File: src/rtl/pipeline_control_if.sv
// Signal bundle between the hazard detector / fetch side and pipeline_control.
interface pipeline_control_if;
    logic       fetch_valid;
    logic       hazard_detected;
    logic [3:0] stall_activate;
    logic       flush_req;
    logic       mem_busy;
    logic       en_if;
    logic       en_id;
    logic       en_ex;
    logic       en_mem;
    logic       en_wb;
    logic       valid_1;
    logic       valid_2;
    logic       valid_3;
    logic       pc_redirect;

    modport master (
        output fetch_valid, hazard_detected, stall_activate, flush_req, mem_busy,
        input  en_if, en_id, en_ex, en_mem, en_wb, valid_1, valid_2, valid_3, pc_redirect
    );

    modport slave (
        input  fetch_valid, hazard_detected, stall_activate, flush_req, mem_busy,
        output en_if, en_id, en_ex, en_mem, en_wb, valid_1, valid_2, valid_3, pc_redirect
    );
endinterface

File: src/rtl/pipeline_control.sv
// Pipeline sequencer: per-stage enables, valid tracking, load-use stalls, flushes, memory freezes.
// Optional perf counters (stall_count, flush_count) enabled by defining PIPE_PERF_CNT_EN.
module pipeline_control #(
    parameter int unsigned STALL_CYCLES = 1,
    parameter int unsigned CNT_W        = 32
) (
    input  logic               clk,
    input  logic               rst_n,
    pipeline_control_if.slave  pipe
`ifdef PIPE_PERF_CNT_EN
    ,
    output logic [CNT_W-1:0]   stall_count,
    output logic [CNT_W-1:0]   flush_count
`endif
);

    typedef enum logic [1:0] {RUN, STALL, FLUSH} state_t;

    localparam logic [CNT_W-1:0] STALL_RELOAD =
        CNT_W'((STALL_CYCLES > 1) ? (STALL_CYCLES - 2) : 0);

    state_t           state_q, state_d;
    logic [CNT_W-1:0] cnt_q, cnt_d;
    logic             pend_q, pend_d;
    logic             v_ifid_q, v_idex_q, v_exmem_q, v_memwb_q;
    logic             v_ifid_d, v_idex_d, v_exmem_d, v_memwb_d;
    logic             load_use, flush, bubble, flush_take, redirect;

    assign load_use = pipe.hazard_detected && (pipe.stall_activate[3:2] == 2'b11);
    assign flush    = pipe.flush_req | pend_q;

    always_comb begin
        state_d    = state_q;
        cnt_d      = cnt_q;
        v_ifid_d   = v_ifid_q;
        v_idex_d   = v_idex_q;
        v_exmem_d  = v_exmem_q;
        v_memwb_d  = v_memwb_q;
        bubble     = 1'b0;
        flush_take = 1'b0;
        redirect   = 1'b0;
        if (!pipe.mem_busy) begin
            v_exmem_d = v_idex_q;
            v_memwb_d = v_exmem_q;
            case (state_q)
                FLUSH: begin
                    redirect = 1'b1;
                    v_ifid_d = 1'b0;
                    v_idex_d = v_ifid_q;
                    state_d  = RUN;
                end
                default: begin
                    if (flush) begin
                        flush_take = 1'b1;
                        v_ifid_d   = 1'b0;
                        v_idex_d   = 1'b0;
                        state_d    = FLUSH;
                    end else if (state_q == STALL || load_use) begin
                        // IF/ID holds its instruction while a bubble enters ID/EX
                        bubble   = 1'b1;
                        v_idex_d = 1'b0;
                        if (state_q == STALL) begin
                            if (cnt_q == '0) state_d = RUN;
                            else             cnt_d   = cnt_q - 1'b1;
                        end else if (STALL_CYCLES > 1) begin
                            cnt_d   = STALL_RELOAD;
                            state_d = STALL;
                        end
                    end else begin
                        v_ifid_d = pipe.fetch_valid;
                        v_idex_d = v_ifid_q;
                    end
                end
            endcase
        end
        // A flush seen during a freeze is remembered until it can be applied
        pend_d = pipe.mem_busy ? (pend_q | pipe.flush_req) : (pend_q & ~flush_take);
    end

    always_ff @(posedge clk or negedge rst_n) begin
        if (!rst_n) begin
            state_q   <= RUN;
            cnt_q     <= '0;
            pend_q    <= 1'b0;
            v_ifid_q  <= 1'b0;
            v_idex_q  <= 1'b0;
            v_exmem_q <= 1'b0;
            v_memwb_q <= 1'b0;
        end else begin
            state_q   <= state_d;
            cnt_q     <= cnt_d;
            pend_q    <= pend_d;
            v_ifid_q  <= v_ifid_d;
            v_idex_q  <= v_idex_d;
            v_exmem_q <= v_exmem_d;
            v_memwb_q <= v_memwb_d;
        end
    end

    assign pipe.en_if       = rst_n & ~pipe.mem_busy & ~bubble;
    assign pipe.en_id       = rst_n & ~pipe.mem_busy & ~bubble;
    assign pipe.en_ex       = rst_n & ~pipe.mem_busy;
    assign pipe.en_mem      = rst_n & ~pipe.mem_busy;
    assign pipe.en_wb       = rst_n & ~pipe.mem_busy & v_memwb_q;
    assign pipe.pc_redirect = rst_n & redirect;
    assign pipe.valid_1     = v_idex_q;
    assign pipe.valid_2     = v_exmem_q;
    assign pipe.valid_3     = v_memwb_q;

`ifdef PIPE_PERF_CNT_EN
    always_ff @(posedge clk or negedge rst_n) begin
        if (!rst_n) begin
            stall_count <= '0;
            flush_count <= '0;
        end else begin
            if (bubble && stall_count != '1)     stall_count <= stall_count + 1'b1;
            if (flush_take && flush_count != '1) flush_count <= flush_count + 1'b1;
        end
    end
`endif

endmodule

File: src/flat_wrapper.sv
// flat-port wrapper written by rule: the top's interface ports become plain ports
module pipeline_control_flat 
#(
    parameter int unsigned STALL_CYCLES = 1,
    parameter int unsigned CNT_W        = 32
)
  (clk, rst_n, pipe_fetch_valid, pipe_hazard_detected, pipe_stall_activate, pipe_flush_req, pipe_mem_busy, pipe_en_if, pipe_en_id, pipe_en_ex, pipe_en_mem, pipe_en_wb, pipe_valid_1, pipe_valid_2, pipe_valid_3, pipe_pc_redirect);
  pipeline_control_if pipe_i ();
  input  logic clk;
  input  logic rst_n;
  input wire logic [$bits(pipe_i.fetch_valid)-1:0] pipe_fetch_valid;
  input wire logic [$bits(pipe_i.hazard_detected)-1:0] pipe_hazard_detected;
  input wire logic [$bits(pipe_i.stall_activate)-1:0] pipe_stall_activate;
  input wire logic [$bits(pipe_i.flush_req)-1:0] pipe_flush_req;
  input wire logic [$bits(pipe_i.mem_busy)-1:0] pipe_mem_busy;
  output wire logic [$bits(pipe_i.en_if)-1:0] pipe_en_if;
  output wire logic [$bits(pipe_i.en_id)-1:0] pipe_en_id;
  output wire logic [$bits(pipe_i.en_ex)-1:0] pipe_en_ex;
  output wire logic [$bits(pipe_i.en_mem)-1:0] pipe_en_mem;
  output wire logic [$bits(pipe_i.en_wb)-1:0] pipe_en_wb;
  output wire logic [$bits(pipe_i.valid_1)-1:0] pipe_valid_1;
  output wire logic [$bits(pipe_i.valid_2)-1:0] pipe_valid_2;
  output wire logic [$bits(pipe_i.valid_3)-1:0] pipe_valid_3;
  output wire logic [$bits(pipe_i.pc_redirect)-1:0] pipe_pc_redirect;
  assign pipe_i.fetch_valid = pipe_fetch_valid;
  assign pipe_i.hazard_detected = pipe_hazard_detected;
  assign pipe_i.stall_activate = pipe_stall_activate;
  assign pipe_i.flush_req = pipe_flush_req;
  assign pipe_i.mem_busy = pipe_mem_busy;
  assign pipe_en_if = pipe_i.en_if;
  assign pipe_en_id = pipe_i.en_id;
  assign pipe_en_ex = pipe_i.en_ex;
  assign pipe_en_mem = pipe_i.en_mem;
  assign pipe_en_wb = pipe_i.en_wb;
  assign pipe_valid_1 = pipe_i.valid_1;
  assign pipe_valid_2 = pipe_i.valid_2;
  assign pipe_valid_3 = pipe_i.valid_3;
  assign pipe_pc_redirect = pipe_i.pc_redirect;
  pipeline_control #(.STALL_CYCLES(STALL_CYCLES), .CNT_W(CNT_W)) u_core (.clk(clk), .rst_n(rst_n), .pipe(pipe_i));
endmodule
File: config.mk
export PLATFORM = sky130hd
export DESIGN_NAME = pipeline_control_flat
export DESIGN_NICKNAME = d
export VERILOG_FILES = /design/src/rtl/pipeline_control_if.sv /design/src/rtl/pipeline_control.sv /design/src/flat_wrapper.sv
export SDC_FILE = /design/constraint.sdc
export NUM_CORES = 1
export LEC_CHECK = 0
export BUFFER_PORTS_ARGS = -buffer_cell sky130_fd_sc_hd__buf_2
export CORE_AREA = 5 5 42 44
export DETAILED_ROUTE_END_ITERATION = 12
export DIE_AREA = 0 0 47 49
export GPL_TIMING_DRIVEN = 0
export PLACE_DENSITY = 0.49
export SYNTH_ARGS = -nofsm -noshare
export SYNTH_HDL_FRONTEND = slang
export SYNTH_SLANG_ARGS = --single-unit
File: constraint.sdc
create_clock -name clk -period 2.8 [get_ports clk]
set_input_delay 0.7 -clock clk [delete_from_list [all_inputs] [get_ports clk]]
set_output_delay 0.7 -clock clk [all_outputs]
set_load 0.02 [all_outputs]
==> results of run 1 <==
[state kept, by name (all words and copies together), names as in the netlist]
name,flops
u_core.pipe.valid_1,1
u_core.pipe.valid_3,1
u_core.state_q,1
u_core.pipe.valid_2,1
u_core.v_ifid_q,1
u_core.pend_q,1
[metal layers]
metal	vias to the layer above	track usage (%)	share of wire, %
li1	137	-	-
met1	125	8.520	38
met2	12	10.18	49
met3	0	5.535	12
met4	0	1.382	0
met5	-	0	0
[critical path, delay by kind of cell]
kind / cells / cell delay [ns]
compound gates: 1 / 0.21
buf+inv: 3 / 0.45
simple gates: 1 / 0.23
[cell usage after synthesis (2+ instances only)]
| cell | n | area [sq um] |
|---|---|---|
| sky130_fd_sc_hd__nor2_1 | 2 | 7.510 |
| sky130_fd_sc_hd__dfrtp_1 | 6 | 150.1 |
| sky130_fd_sc_hd__mux2_2 | 2 | 22.52 |
| sky130_fd_sc_hd__o21ai_0 | 2 | 10.01 |
| sky130_fd_sc_hd__buf_4 | 3 | 22.52 |
| sky130_fd_sc_hd__nand2_1 | 3 | 11.26 |
[final timing paths]
kind	endpoint	slack (ns)	depth (start not counted)
max in group asynchronous	u_core.pend_q	2.37	1
min in group clk	u_core.v_ifid_q	0.51	2
hold / removal	u_core.pipe.valid_1	0.28	1
hold reg to reg	u_core.v_ifid_q	0.51	2
setup reg to reg	u_core.v_ifid_q	1.76	3
setup / recovery	pipe_en_if	0.51	5
[power by group through the flow]
stage | Clock [mW] | Combinational [mW] | Sequential (mW)
floorplan | 0 | 0.0331 | 0.111
global placement | 0 | 0.0556 | 0.108
detailed placement | 0 | 0.0560 | 0.108
CTS | 0.0827 | 0.0563 | 0.107
global route | 0.0887 | 0.0605 | 0.110
finish | 0.0786 | 0.0551 | 0.107
[cell families (layout without fill, tap and decap cells)]
| logic type | Yosys count | after routing | share of synthesized area (%) |
|---|---|---|---|
| buffers and inverters | 4 | 22 | 8.044 |
| muxes | 2 | 2 | 6.896 |
| DFF | 6 | 6 | 45.98 |
| and+or+nand+nor | 11 | 11 | 21.84 |
| AOI/OAI and AO/OA | 7 | 7 | 17.24 |
[cell type report]
cell class,count,share of cell area (%)
tap,16,4.507
clock buffer,3,5.070
sequential,6,33.80
buffer,3,5.070
timing repair buffer,15,16.90
inverter,1,0.8451
multi-input combinational,20,33.80
[through the flow]
stage / utilization, % / hold WS [ns] / total power, mW / instances / setup slack [ns]
after global placement: 30.09 / 0.4937 / 0.1631 / 61 / 0.4907
after detailed placement: 30.09 / 0.5087 / 0.1644 / 61 / 0.4808
after CTS: 31.70 / 0.2761 / 0.2461 / 64 / 0.4723
final: 31.70 / 0.2761 / 0.2407 / 64 / 0.5100
after floorplan: - / 0.4044 / 0.1439 / 30 / 0.2727
after global routing: 31.70 / 0.2788 / 0.2588 / 64 / 0.3328
==> summary.md, run 1 <==
| Metric | Value |
|---|---|
| Result of the run | complete, no violations |
| Share of layout cells above drive strength 1 | between 60% and 70% |
| Max-slew violation count | 0 |
| Number of antenna repair diodes | 0 |
| CTS H-tree depth | 1 |
| Worst endpoint data arrival time | between 1.5 and 2 ns |
| Switch share | about 30% |
| Post-synth cell types | 18 |
| Cell area after layout | around 440 sq um |
| Critical path, cell by cell | buf_2, nor2b_2, a21boi_1, buf_4, buf_2 |
| Unrepaired setup endpoints after global routing | false |
| Upper clock frequency limit | between 0.4 and 0.5 GHz |
| Kind of capture point of the worst setup path | output pin |
| Max IR drop VDD | ~0.00019 V |
| Effective utilization at floorplan | between 20% and 30% |
| Headroom to the max-slew limit | 85.93% |
| Worst clock skew on the final layout | roughly 0.0066 ns |
| Seq. cell area | around 150 sq um |
| Placed instance area | roughly 420 sq um |
| Post-CTS setup buffers | 0 |
| Resize count post-CTS | 0 |
| Part of the total power dissipated in combinational logic | a little under a quarter |
| TritonCTS buffer count | 3 |
| Number of antenna violations at the first check in global routing | 0 |
| Power per cell area | around 540 nW/um^2 |
| Filler cell count | between 150 and 200 |
| Net total in the final layout | 60 |
| Placer congestion estimate | between 0.6 and 0.7 |
| Most used cells in the layout excluding fill and tap cells | sky130_fd_sc_hd__buf_2 (15), sky130_fd_sc_hd__dfrtp_1 (6), sky130_fd_sc_hd__buf_4 (3), sky130_fd_sc_hd__nand2_1 (3), sky130_fd_sc_hd__clkbuf_4 (3) |
| Internal | between 150 and 200 uW |
| Max-capacitance violation count | 0 |
| Vertical die dimension | slightly below 50 microns |
| Number of standard-cell rows in the floorplan | 14 |
| Total I/O pin count | 19 |
| Number of global-route vias before repair | approximately 280 |
| Sinks on the clock net | 6 |
| Classification of the worst setup path | primary input to output pin |
| Number of hold buffers added after CTS | 0 |
| Crit Reg-Reg Startpoint | u_core.state_q[1] |
| Static Leakage | ~0.24 nW |
| Detailed-router iteration count before antenna repair | 1 |
| Most frequent cell on the critical path | sky130_fd_sc_hd__buf_2 |
| Antenna-violating nets left | 0 |
| Proportion of synthesized chip area in sequential cells | roughly 46% |
| Synth-to-layout area growth | 36.02% |
| Post-synth top flop | sky130_fd_sc_hd__dfrtp_1 |
| Critical Path Slowest Stage Cell | sky130_fd_sc_hd__nor2b_2 |
| Required time at the worst-slack endpoint | between 2 and 2.5 ns |
| Post-route minimum period | ~2.3 ns |
| Final setup violation count | 0 |
| EDFF count, synth | 0 |
| Residual DRC count | 0 |
| CP Launch Type | primary input |
| Detailed Place HPWL | between 500 and 600 microns |
| Cells after Synth | 30 |
| Final Cycle Share | between 80% and 90% |
| Final routed wirelength across all metal layers | about 730 microns |
| Remaining global-route overflow | 0 |
| Post-detailed-route via-to-cell ratio | between 4 and 5 |
| Multi-input combinational cell area | approximately 150 sq um |
| Most frequent standard cell in the layout excluding fill and tap cells | sky130_fd_sc_hd__buf_2 |
| Total count of hold-check failures in the final report | 0 |
| Net load switching power | a little over 70 uW |
| Floorplan core area | roughly 1400 sq um |
| Source of the critical timing path | rst_n |
| Worst min-delay path category | primary input to async pin |
| Overall die width | 47 microns |
| Post-synth design cell area | roughly 330 sq um |
| Part of the total power dissipated in sequential elements | around 44% |
| Share of flip-flops with an asynchronous set or reset | 100.0% |
| CTS tree | done |
| Buffer cell driving the clock tree root | sky130_fd_sc_hd__clkbuf_4 |
| Via total after detailed routing | 274 |
| Post-synthesis net count | 40 |
| Post-synthesis sequential element count | 6 |
| Count of input and output buffers | 15 |
| Maximum number of pins on one net before global-route repair | 10 |
| Number of warnings reported in the yosys synthesis log | 0 |
| Clock buffer depth | 2 |
| Drt initial violations | 0 |
| Reg clk slew, reported paths | 0.05 ns |
| All-Layer GR Usage | under 10% |
| Routed length per placed instance | approximately 11 microns |
| Slowest stage delay, CP | around 0.23 ns |
| Average cell area after synthesis | roughly 11 sq um |
| Global-route wire length before repair | around 1200 microns |
| Measured slew at the worst slew-check pin | approximately 0.21 ns |
| Maximum net fanout on the critical path | 7 |
| Die Area | between 2000 and 2500 sq um |
| Setup TNS | 0 ns |
| Source-to-sink clock delay at the later pin of the worst-skew pair | ~0.24 ns |
| Part of the power in the clock network | 32.7% |
(Power assumes the default switching activity.)
==> run 2, diff against run 1 <==
ABC_AREA = 1   (was default)
PLACE_DENSITY = 0.48   (was 0.49)
clock period = 2.4 ns   (was 2.8 ns; I/O delays follow)
==> summary.md, run 2 <==
| Metric | Value |
|---|---|
| Post-CTS setup buffers | 0 (unchanged) |
| Routed length per placed instance | 8.850 microns (-22%) |
| Average cell area after synthesis | 7.090 sq um (-35%) |
| Most used cells in the layout excluding fill and tap cells | sky130_fd_sc_hd__buf_2 (16), sky130_fd_sc_hd__nand2_1 (12), sky130_fd_sc_hd__inv_1 (9) |
| Static Leakage | 0.2715 nW (+15%) |
| Global-route wire length before repair | 1255 microns (+7.6%) |
| Floorplan core area | 1401 sq um (unchanged) |
| Share of flip-flops with an asynchronous set or reset | 100.0% (unchanged) |
| Post-synth top area share | 47.06% (+1.1 points) |
| Utilization after layout | 31.52% (-0.18 points) |
| Net total in the final layout | 76 (+27%) |
| Cell area after layout | 441.7 sq um (-0.56%) |
| Bufs and invs on worst path | 4 (+1) |
| Maximum number of pins on one net before global-route repair | 8 (-2) |
| Proportion of synthesized chip area in sequential cells | 47.06% (+1.1 points) |
| Detailed-router iteration count before antenna repair | 4 (+3) |
| CP Launch Type | primary input |
| Detailed Place HPWL | 591.5 microns (+2.0%) |
| Total I/O pin count | 19 (unchanged) |
| Antenna-violating nets left | 0 (unchanged) |
| Post-detailed-route via-to-cell ratio | 3.875 (-9.5%) |
| Cell taking the most area after synthesis | sky130_fd_sc_hd__dfrtp_1 |
| Clock buffer depth | 2 (unchanged) |
| Post-route minimum period | just under 2 ns |
| Residual DRC count | 0 (unchanged) |
| Post-synthesis net count | 55 (+38%) |
| Number of standard-cell rows in the floorplan | 14 (unchanged) |
| Number of global-route vias before repair | 307 (+11%) |
| Post-synth design cell area | 319.1 sq um (-2.3%) |
| TritonCTS buffer count | 3 (unchanged) |
| CTS H-tree depth | 1 (unchanged) |
| Measured slew at the worst slew-check pin | 0.2058 ns (-0.003061 ns) |
| Source-to-sink clock delay at the later pin of the worst-skew pair | 0.24 ns (about the same) |
| Unrepaired setup endpoints after global routing | false |
| Total count of hold-check failures in the final report | 0 (unchanged) |
| Post-synthesis sequential element count | 6 (unchanged) |
| Overall die width | 47 microns (unchanged) |
| Total power of the final layout | 263.6 uW (+9.5%) |
| Classification of the worst setup path | primary input to output pin |
| Resize count post-CTS | 0 (unchanged) |
| Remaining global-route overflow | 0 (unchanged) |
| Synth-to-layout area growth | 38.43% |
| Placed instance area | 419.2 sq um (-0.59%) |
| All-Layer GR Usage | 7.725% (+0.57 points) |
| Buffer cell driving the clock tree root | sky130_fd_sc_hd__clkbuf_4 |
| Final setup violation count | 0 (unchanged) |
| Kind of capture point of the worst setup path | output pin |
| Post-synth top flop | sky130_fd_sc_hd__dfrtp_1 |
| Slowest stage delay, CP | 0.15 ns (-0.08 ns) |
| Share of layout cells above drive strength 1 | 35.94% (-27 points) |
| Result of the run | complete, no violations |
| Number of antenna repair diodes | 0 (unchanged) |
| Critical Path Slowest Stage Cell | sky130_fd_sc_hd__buf_2 |
| Vertical die dimension | 49 microns (unchanged) |
| Power per cell area | 596.8 nW/um^2 (+10%) |
| Max-slew violation count | 0 (unchanged) |
| Reg clk slew, reported paths | 0.05 ns (about the same) |
| Most frequent standard cell in the layout excluding fill and tap cells | sky130_fd_sc_hd__buf_2 |
| Worst min-delay path category | primary input to async pin |
| Max-capacitance violation count | 0 (unchanged) |
| Setup TNS | 0 ns (unchanged) |
| Critical path, cell by cell | buf_2, nand2_1, inv_1, nand3_1, nand2_1, nor2_1, buf_4, buf_2 |
| Headroom to the max-slew limit | 86.16% (+0.23 points) |
| Number of warnings reported in the yosys synthesis log | 0 (unchanged) |
| Worst clock skew on the final layout | 0.003180 ns (-0.003372 ns) |
| Dominant cells by area after synthesis | sky130_fd_sc_hd__dfrtp_1 (47%), sky130_fd_sc_hd__nand2_1 (14%), sky130_fd_sc_hd__inv_1 (11%) |
| Required time at the worst-slack endpoint | 1.80 ns (-0.30 ns) |
| Effective utilization at floorplan | 22.77% (-0.54 points) |
| Sinks on the clock net | 6 (unchanged) |
| Kind of cell adding the most delay to the critical path | buffers and inverters |
| Number of hold buffers added after CTS | 0 (unchanged) |
| Count of non-filler cells in the finished layout | 80 (+25%) |
| EDFF count, synth | 0 (unchanged) |
| Drt initial violations | 2 (+2) |
| Cell count after placement | 77 (+26%) |
| Library cell with the highest instance count after synthesis | sky130_fd_sc_hd__nand2_1 |
| Maximum net fanout on the critical path | 2 (-5) |
| Upper clock frequency limit | 0.5184 GHz |
| Post-synth cell types | 12 (-6) |
| Placer congestion estimate | 0.7381 (+18%) |
| Number of antenna violations at the first check in global routing | 0 (unchanged) |
| CTS tree | done |
| Final Cycle Share | between 80 and 90% |
| Cells after Synth | 45 (+50%) |
| Via total after detailed routing | 310 (+13%) |
| Worst endpoint data arrival time | 1.33 ns (-0.26 ns) |
| Count of input and output buffers | 16 (+1) |
| Top cell types by occurrence after synthesis | sky130_fd_sc_hd__nand2_1 (12), sky130_fd_sc_hd__inv_1 (9), sky130_fd_sc_hd__dfrtp_1 (6), sky130_fd_sc_hd__nor2_1 (6), sky130_fd_sc_hd__a21oi_1 (3) |
| Final routed wirelength across all metal layers | 708 microns (-2.7%) |
| Max IR drop VDD | 0.0002348 V (+25%) |
| Die Area | 2303 sq um (unchanged) |
## run 2: changes by cell type after synthesis, moves of 2 or more
cell / change
sky130_fd_sc_hd__nand2_1: +9
sky130_fd_sc_hd__a21oi_1: +2
sky130_fd_sc_hd__inv_1: +8
sky130_fd_sc_hd__nor2_1: +4
sky130_fd_sc_hd__mux2_2: -2
## run 2: routing by layer
metal / share of wire, % / up-vias / routed length [microns] / track usage [%]
met5: 0 / - / 0 / 0
met4: 0.56 / 0 / 4 / 5.530
met3: 7.1 / 2 / 50 / 3.690
met2: 47 / 7 / 334 / 10.41
met1: 45 / 131 / 319 / 9.193
li1: - / 170 / - / -
## run 2: final cells by class
type	instances	area (sq um)
Buffer	2	15.01
Clock buffer	3	22.52
Fill cell	179	959.7
Inverter	10	37.54
Multi-Input combinational cell	27	116.4
Sequential cell	6	150.1
Tap cell	16	20.02
Timing Repair Buffer	16	80.08
## run 2: per-stage QoR
step           setup WS (ns)  hold WS [ns]
3_5_place_dp          0.4486        0.4420
5_1_grt               0.3385        0.1756
2_1_floorplan         0.4195        0.3044
6_report              0.4709        0.1801
4_1_cts               0.4454        0.1781
3_3_place_gp          0.4581        0.4382
## run 2: worst register-to-register path, delay by kind of cell (launching register included)
| family | cells | cell delay, ns |
|---|---|---|
| DFF | 1 | 0.39 |
| and+or+nand+nor | 5 | 0.42 |
## run 2: path summary, 6_finish.rpt
kind	from	to	slack (ns)	depth (start not counted)
max in group asynchronous	rst_n	u_core.state_q[1]	2.06	1
worst min register to register	u_core.v_ifid_q	u_core.v_ifid_q	0.46	2
min in group clk	u_core.v_ifid_q	u_core.v_ifid_q	0.46	2
worst max-delay path	pipe_stall_activate[3]	pipe_en_if	0.47	8
worst min-delay path	rst_n	u_core.pipe.valid_2	0.18	1
worst max register to register	u_core.pend_q	u_core.v_ifid_q	1.53	5
## run 2: cell families (layout without fill, tap and decap cells)
family,count (synthesis),after routing,share of synthesized area [%]
compound gates,6,6,10.19
buf+inv,12,31,16.47
flops,6,6,47.06
simple gates,21,21,26.27
## run 2: power breakdown
group	switching, mW	internal [mW]	total (mW)
logic	0.0343	0.0206	0.0549
clock network	0.0357	0.0565	0.0922
registers	0.00617	0.110	0.116
total	0.0762	0.187	0.264
